$ cat config.mk
export PLATFORM = sky130hd
export DESIGN_NAME = cpu_clk_ctrl
export DESIGN_NICKNAME = d
export VERILOG_FILES = /design/src/rtl/cpu_clk_ctrl.sv
export SDC_FILE = /design/constraint.sdc
export NUM_CORES = 1
export LEC_CHECK = 0
export CORE_MARGIN = 1.5
export CORE_UTILIZATION = 30
export CTS_CLUSTER_SIZE = 16
export DETAILED_ROUTE_END_ITERATION = 12
export DONT_BUFFER_PORTS = 1
export PLACE_DENSITY_LB_ADDON = 0.25
export SYNTH_ARGS = -nofsm -noshare
export SYNTH_HDL_FRONTEND = slang
export SYNTH_SLANG_ARGS = --single-unit
$ cat constraint.sdc
create_clock -name clk50M -period 2.1 [get_ports clk50M]
set_input_delay 0.42 -clock clk50M [delete_from_list [all_inputs] [get_ports clk50M]]
set_output_delay 0.42 -clock clk50M [all_outputs]
set_load 0.05 [all_outputs]
$ cat src/rtl/cpu_clk_ctrl.sv
// CPU clock/reset controller: derives clk_cpu from clk50M (free-run divider or
// debounced single-step) and stretches cpu_rst across real clk_cpu rising edges.
module cpu_clk_ctrl #(
  parameter int DEBOUNCE_CYCLES = 500000,
  parameter int CNT_WIDTH       = 25,
  parameter int RST_HOLD        = 4
) (
  input  logic                 clk50M,
  input  logic                 rst,
  input  logic                 clk_manual,
  input  logic                 single_step_mode,
  input  logic [CNT_WIDTH-1:0] cpu_speed,
  input  logic                 rom_selector,
  output logic                 clk_cpu,
  output logic                 clk_cpu_rise,
  output logic                 cpu_rst,
  output logic [15:0]          step_count
);

  localparam int DB_W = (DEBOUNCE_CYCLES > 1) ? $clog2(DEBOUNCE_CYCLES) : 1;
  localparam int HC_W = (RST_HOLD > 0) ? $clog2(RST_HOLD + 1) : 1;
  localparam logic [DB_W-1:0] DB_LAST = DB_W'(DEBOUNCE_CYCLES - 1);
  localparam logic [HC_W-1:0] HC_INIT = HC_W'(RST_HOLD);

  logic [1:0]           r_man_sync;
  logic [1:0]           r_mode_sync;
  logic [1:0]           r_rom_sync;
  logic                 r_mode_prev;
  logic                 r_rom_prev;
  logic [DB_W-1:0]      r_db_cnt;
  logic                 r_db_q;
  logic [CNT_WIDTH-1:0] r_cnt;
  logic                 r_clk_cpu;
  logic                 r_clk_cpu_rise;
  logic [HC_W-1:0]      r_hc;
  logic                 r_cpu_rst;
  logic [15:0]          r_step_count;

  logic                 w_man_s;
  logic                 w_mode_s;
  logic                 w_rom_s;
  logic                 w_db_diff;
  logic                 w_db_done;
  logic                 w_step_req;
  logic                 w_mode_chg;
  logic                 w_rom_chg;
  logic                 w_toggle;
  logic [CNT_WIDTH-1:0] w_cnt_next;
  logic [HC_W-1:0]      w_hc_next;

  assign w_man_s    = r_man_sync[1];
  assign w_mode_s   = r_mode_sync[1];
  assign w_rom_s    = r_rom_sync[1];
  assign w_db_diff  = w_man_s ^ r_db_q;
  assign w_db_done  = w_db_diff && (r_db_cnt == DB_LAST);
  assign w_step_req = w_db_done && !r_db_q;
  assign w_mode_chg = w_mode_s ^ r_mode_prev;
  assign w_rom_chg  = w_rom_s ^ r_rom_prev;

  // NOTE: sequential state uses non-blocking assignments so every flop samples pre-edge values.
  always_ff @(posedge clk50M or negedge rst) begin
    if (!rst) begin
      r_man_sync  <= '0;
      r_mode_sync <= '0;
      r_rom_sync  <= '0;
      r_mode_prev <= 1'b0;
      r_rom_prev  <= 1'b0;
      r_db_cnt    <= '0;
      r_db_q      <= 1'b0;
    end else begin
      r_man_sync  <= {r_man_sync[0], clk_manual};
      r_mode_sync <= {r_mode_sync[0], single_step_mode};
      r_rom_sync  <= {r_rom_sync[0], rom_selector};
      r_mode_prev <= w_mode_s;
      r_rom_prev  <= w_rom_s;
      if (w_db_done) begin
        r_db_q   <= ~r_db_q;
        r_db_cnt <= '0;
      end else if (w_db_diff) begin
        r_db_cnt <= r_db_cnt + DB_W'(1);
      end else begin
        r_db_cnt <= '0;
      end
    end
  end

  // NOTE: every always_comb output gets a default first so no latch can be inferred.
  always_comb begin
    w_cnt_next = r_cnt;
    w_toggle   = 1'b0;
    if (w_mode_chg) begin
      w_cnt_next = '0;
    end else if (w_mode_s) begin
      w_cnt_next = '0;
      w_toggle   = w_step_req;
    end else if (r_cnt >= cpu_speed) begin
      w_cnt_next = '0;
      w_toggle   = 1'b1;
    end else begin
      w_cnt_next = r_cnt + CNT_WIDTH'(1);
    end
  end

  // A rom_selector change reload takes priority over a coincident rise decrement.
  always_comb begin
    w_hc_next = r_hc;
    if (w_rom_chg) begin
      w_hc_next = HC_INIT;
    end else if (r_clk_cpu_rise && (r_hc != '0)) begin
      w_hc_next = r_hc - HC_W'(1);
    end
  end

  always_ff @(posedge clk50M or negedge rst) begin
    if (!rst) begin
      r_cnt          <= '0;
      r_clk_cpu      <= 1'b0;
      r_clk_cpu_rise <= 1'b0;
    end else begin
      r_cnt          <= w_cnt_next;
      r_clk_cpu      <= r_clk_cpu ^ w_toggle;
      r_clk_cpu_rise <= w_toggle && !r_clk_cpu;
    end
  end

  always_ff @(posedge clk50M or negedge rst) begin
    if (!rst) begin
      r_hc         <= HC_INIT;
      r_cpu_rst    <= 1'b1;
      r_step_count <= '0;
    end else begin
      r_hc      <= w_hc_next;
      r_cpu_rst <= (w_hc_next != '0);
      if (r_cpu_rst) begin
        r_step_count <= '0;
      end else if (r_clk_cpu_rise) begin
        r_step_count <= r_step_count + 16'd1;
      end
    end
  end

  assign clk_cpu      = r_clk_cpu;
  assign clk_cpu_rise = r_clk_cpu_rise;
  assign cpu_rst      = r_cpu_rst;
  assign step_count   = r_step_count;

endmodule

==> results.sh <==
export IMPL_final_std_cells_w_o_fill=644
export IMPL_floorplan_rows=43
export IMPL_slowest_stage="sky130_fd_sc_hd__dfrtp_1"
export IMPL_tritoncts="yes"
export IMPL_worstPathCellList="ha_4 -> a21o_1 -> a21o_1 -> a221oi_4 -> o211ai_4 -> buf_6 -> nor4_1"
export IMPL_setup_viol_count_final=0
export IMPL_relSlewSlack=0.6260
export IMPL_period_needed_ps=1992
export IMPL_p_leak_nw=2.329
export IMPL_antenna_left=0
export IMPL_grt_pass1_wl_um=14750
export IMPL_chipHeight_um=121.4
export IMPL_synth_edff_count=0
export IMPL_vias=3060
export IMPL_layout_worst_path_cycle_share=0.9485
export IMPL_setup_repair_after_global_routing_missed_its_margin="false"
export IMPL_cp_start_kind="register"
export IMPL_pin_count_of_the_biggest_net_entering_global_routing=76
export IMPL_grt_overflow_total=0
export IMPL_finalWorstSetupSlack_ps=108.1
export IMPL_area_growth_synth_to_final_pct=22.31
export IMPL_max_stage_delay_ps=410
export IMPL_worstPathRequired_ps=2320
export IMPL_worstSetupEndpoint="r_cnt[3]"
export IMPL_floorplan_io_pins=49
export IMPL_hold_violations=75
export IMPL_total_of_fill_cells_in_the_finished_design=1396
export IMPL_timing_rr_end="r_cnt[3]"
export IMPL_worst_slew_pin_slew_ps=561.0
export IMPL_power_report_internal_total_mw=2.901
export IMPL_track_usage=0.1264
export IMPL_core_region_area_um2=13770
export IMPL_routed_wire_length_per_instance_um=13.48
export IMPL_placedCellCount=627
export IMPL_max_cap_violations=0
export IMPL_endpoint_kind="register"
export IMPL_worst_r2r_startpoint="r_cnt[6]"
export IMPL_layout_cells_most_common="sky130_fd_sc_hd__dfrtp_1"
export IMPL_cp_common_cell="sky130_fd_sc_hd__a21o_1"
export IMPL_detail_route_drc_violations=0
export IMPL_r2r_cells=7
export IMPL_hold_worst_slack_ps=-214.3
export IMPL_timing_final_max_slew_violations=0
export IMPL_syn_inst=420
export IMPL_drt_wl_total_um=8684
export IMPL_finish_net_count=520
export IMPL_setup_worst_path_start="r_cnt[6]"
export IMPL_diodes=0
export IMPL_p_sw_frac=0.2095
export IMPL_sequentialPowerShare=0.423
export IMPL_crit_fanout=9
export IMPL_violations="negative hold slack"
export IMPL_drtPass1Iterations=4
export IMPL_worst_ep_arrival_time_ps=2210
export IMPL_criticalPathCategory="reg -> reg"
export IMPL_vias_per_cell=4.752
export IMPL_place_detailed_hpwl_um=6282
export IMPL_yosysUniqueCellTypes=44
export IMPL_power_share_combinational=0.051
export IMPL_die_w_um=121.4
export IMPL_power_frac_clock=0.526
export IMPL_dieArea_um2=14740
export IMPL_final_design_area_no_fill_um2=5144
export IMPL_layout_common_cells="sky130_fd_sc_hd__dfrtp_1, sky130_fd_sc_hd__nor2_1, sky130_fd_sc_hd__xor2_1"
export IMPL_r2r_setup_slk_ps=110
export IMPL_syn_area_per_cell_um2=10.01
export IMPL_drive_gt1_frac=0.1940
export IMPL_first_global_vias=3083
export IMPL_number_of_antenna_violations_at_the_first_check_in_global_routing=0
export IMPL_ir_drop_v=0.0003639
export IMPL_placed_area_um2=4651
export IMPL_worst_hold_path_type="in -> async"
export IMPL_p_sw_mw=0.7689
export IMPL_clock_path_buffers=2
export IMPL_async_flop_share=1.000
export IMPL_globalplace_congestion=0.7422
export IMPL_initial_core_util=0.3053
export IMPL_cts_clk_slew_worst_paths_ps=60
export IMPL_power_density_nw_per_um2=713.4
export IMPL_post_place_ws_ps=-100.1
export IMPL_status="finished, violations left"
export IMPL_ys_ff_latch=75
export IMPL_fin_worst_skew_ps=10.99
export IMPL_clock_tree_root_cell="sky130_fd_sc_hd__clkbuf_16"
export IMPL_cts_max_level=3
export IMPL_ys_flop_type="sky130_fd_sc_hd__dfrtp_1"
export IMPL_numCtsBuffers=9
export IMPL_clkLatencyLatePin_ps=330
export IMPL_place_port_buffers=0
export IMPL_achievable_frequency_mhz=502.0
export IMPL_cts_sink_count=75
export IMPL_mappedNetlistArea_um2=4205
export IMPL_total_power_mw=3.670
export IMPL_synthesis_nets=481
export IMPL_synth_warnings=0
export IMPL_synth_seq_area_share=0.4469
export IMPL_drtIter0Drc=119
stage by stage:
step	TNS, ps	utilization
after detailed placement	-286.1	0.3377
after global placement	-35.34	0.3377
after CTS	0	0.3650
after floorplan	0	-
final	0	0.3735
after global routing	0	0.3735
critical path: cells and delay by family, from the launching register on:
family	cells	cell delay, ps
fa+ha+maj	1	230
compound gates	4	810
flops	1	410
buf+inv	1	160
simple gates	1	290
registers in the layout (all words and copies together), names as in the netlist:
signal        flops
clk_cpu_rise      1
clk_cpu           1
r_db_q            1
step_count       16
r_mode_sync       2
r_db_cnt         19
r_man_sync        2
cpu_rst           1
r_cnt            25
r_hc              3
r_mode_prev       1
r_rom_sync        2
r_rom_prev        1
layer usage:
metal / vias to the layer above / GRT usage / routed length [um]
met1: 1469 / 0.1628 / 4069
met4: 0 / 0.02868 / 55
met2: 61 / 0.2037 / 4119
li1: 1523 / - / -
met5: - / 0 / 0
met3: 7 / 0.04464 / 439
worst min-delay path by stage:
stage / startpoint / to / cells after the start
6_report: rst / step_count[6] / 0
5_1_grt: rst / step_count[12] / 0
4_1_cts: rst / step_count[14] / 0
3_5_place_dp: rst / step_count[15] / 0
3_3_place_gp: rst / step_count[6] / 0
2_1_floorplan: rst / clk_cpu / 0
synthesized netlist by cell type, types with 3 or more instances:
cell                       count  area share
sky130_fd_sc_hd__a21o_1        3      0.0054
sky130_fd_sc_hd__xor2_1       39       0.081
sky130_fd_sc_hd__and4_1        7       0.015
sky130_fd_sc_hd__buf_6         4       0.011
sky130_fd_sc_hd__nor3_1        4      0.0048
sky130_fd_sc_hd__o21ai_0       3      0.0036
sky130_fd_sc_hd__nor3_2       10       0.024
sky130_fd_sc_hd__dfrtp_1      73        0.43
sky130_fd_sc_hd__ha_1         31       0.092
sky130_fd_sc_hd__and3_1        6      0.0089
sky130_fd_sc_hd__xnor2_1      19       0.040
sky130_fd_sc_hd__nand3_1      22       0.026
sky130_fd_sc_hd__nor4_1       17       0.025
sky130_fd_sc_hd__inv_1        37       0.033
sky130_fd_sc_hd__nand4_1      21       0.031
sky130_fd_sc_hd__nor2_1       49       0.044
sky130_fd_sc_hd__a21oi_1      10       0.012
sky130_fd_sc_hd__nand2_1      29       0.026
sky130_fd_sc_hd__clkbuf_1      4      0.0036
power groups by stage:
stage / clock network (mW) / registers [mW] / logic, mW
after floorplan: 0 / 1.57 / 0.132
after global placement: 0 / 1.58 / 0.177
after detailed placement: 0 / 1.58 / 0.184
after CTS: 1.98 / 1.55 / 0.185
after global routing: 2.05 / 1.56 / 0.217
final: 1.93 / 1.55 / 0.189
final cells by class:
| type | count | area, um2 | share of cell area |
|---|---|---|---|
| Multi-Input combinational cell | 296 | 2207 | 0.4291 |
| Sequential cell | 75 | 1879 | 0.3654 |
| Timing Repair Buffer | 40 | 316.6 | 0.06154 |
| Clock buffer | 12 | 256.5 | 0.04987 |
| Tap cell | 180 | 225.2 | 0.04378 |
| Inverter | 37 | 138.9 | 0.02700 |
| Clock inverter | 4 | 120.1 | 0.02335 |
what timing repair did:
item	4_1_cts	5_1_grt
resized for setup	1	14
buffers inserted	0	1
endpoints found under the setup margin	1	26
pin swaps	0	5
hold endpoints to repair	75	75
cells by family after synthesis:
logic type | after synthesis | synth area share
muxes | 1 | 0.002380
xor gates and xnor gates | 58 | 0.1208
adders and majority gates | 31 | 0.09223
DFF | 75 | 0.4469
AOI/OAI and AO/OA | 27 | 0.05058
and+or+nand+nor | 179 | 0.2339
buffers and inverters | 49 | 0.05325
No activity file was read; power rests on OpenSTA's default activity.
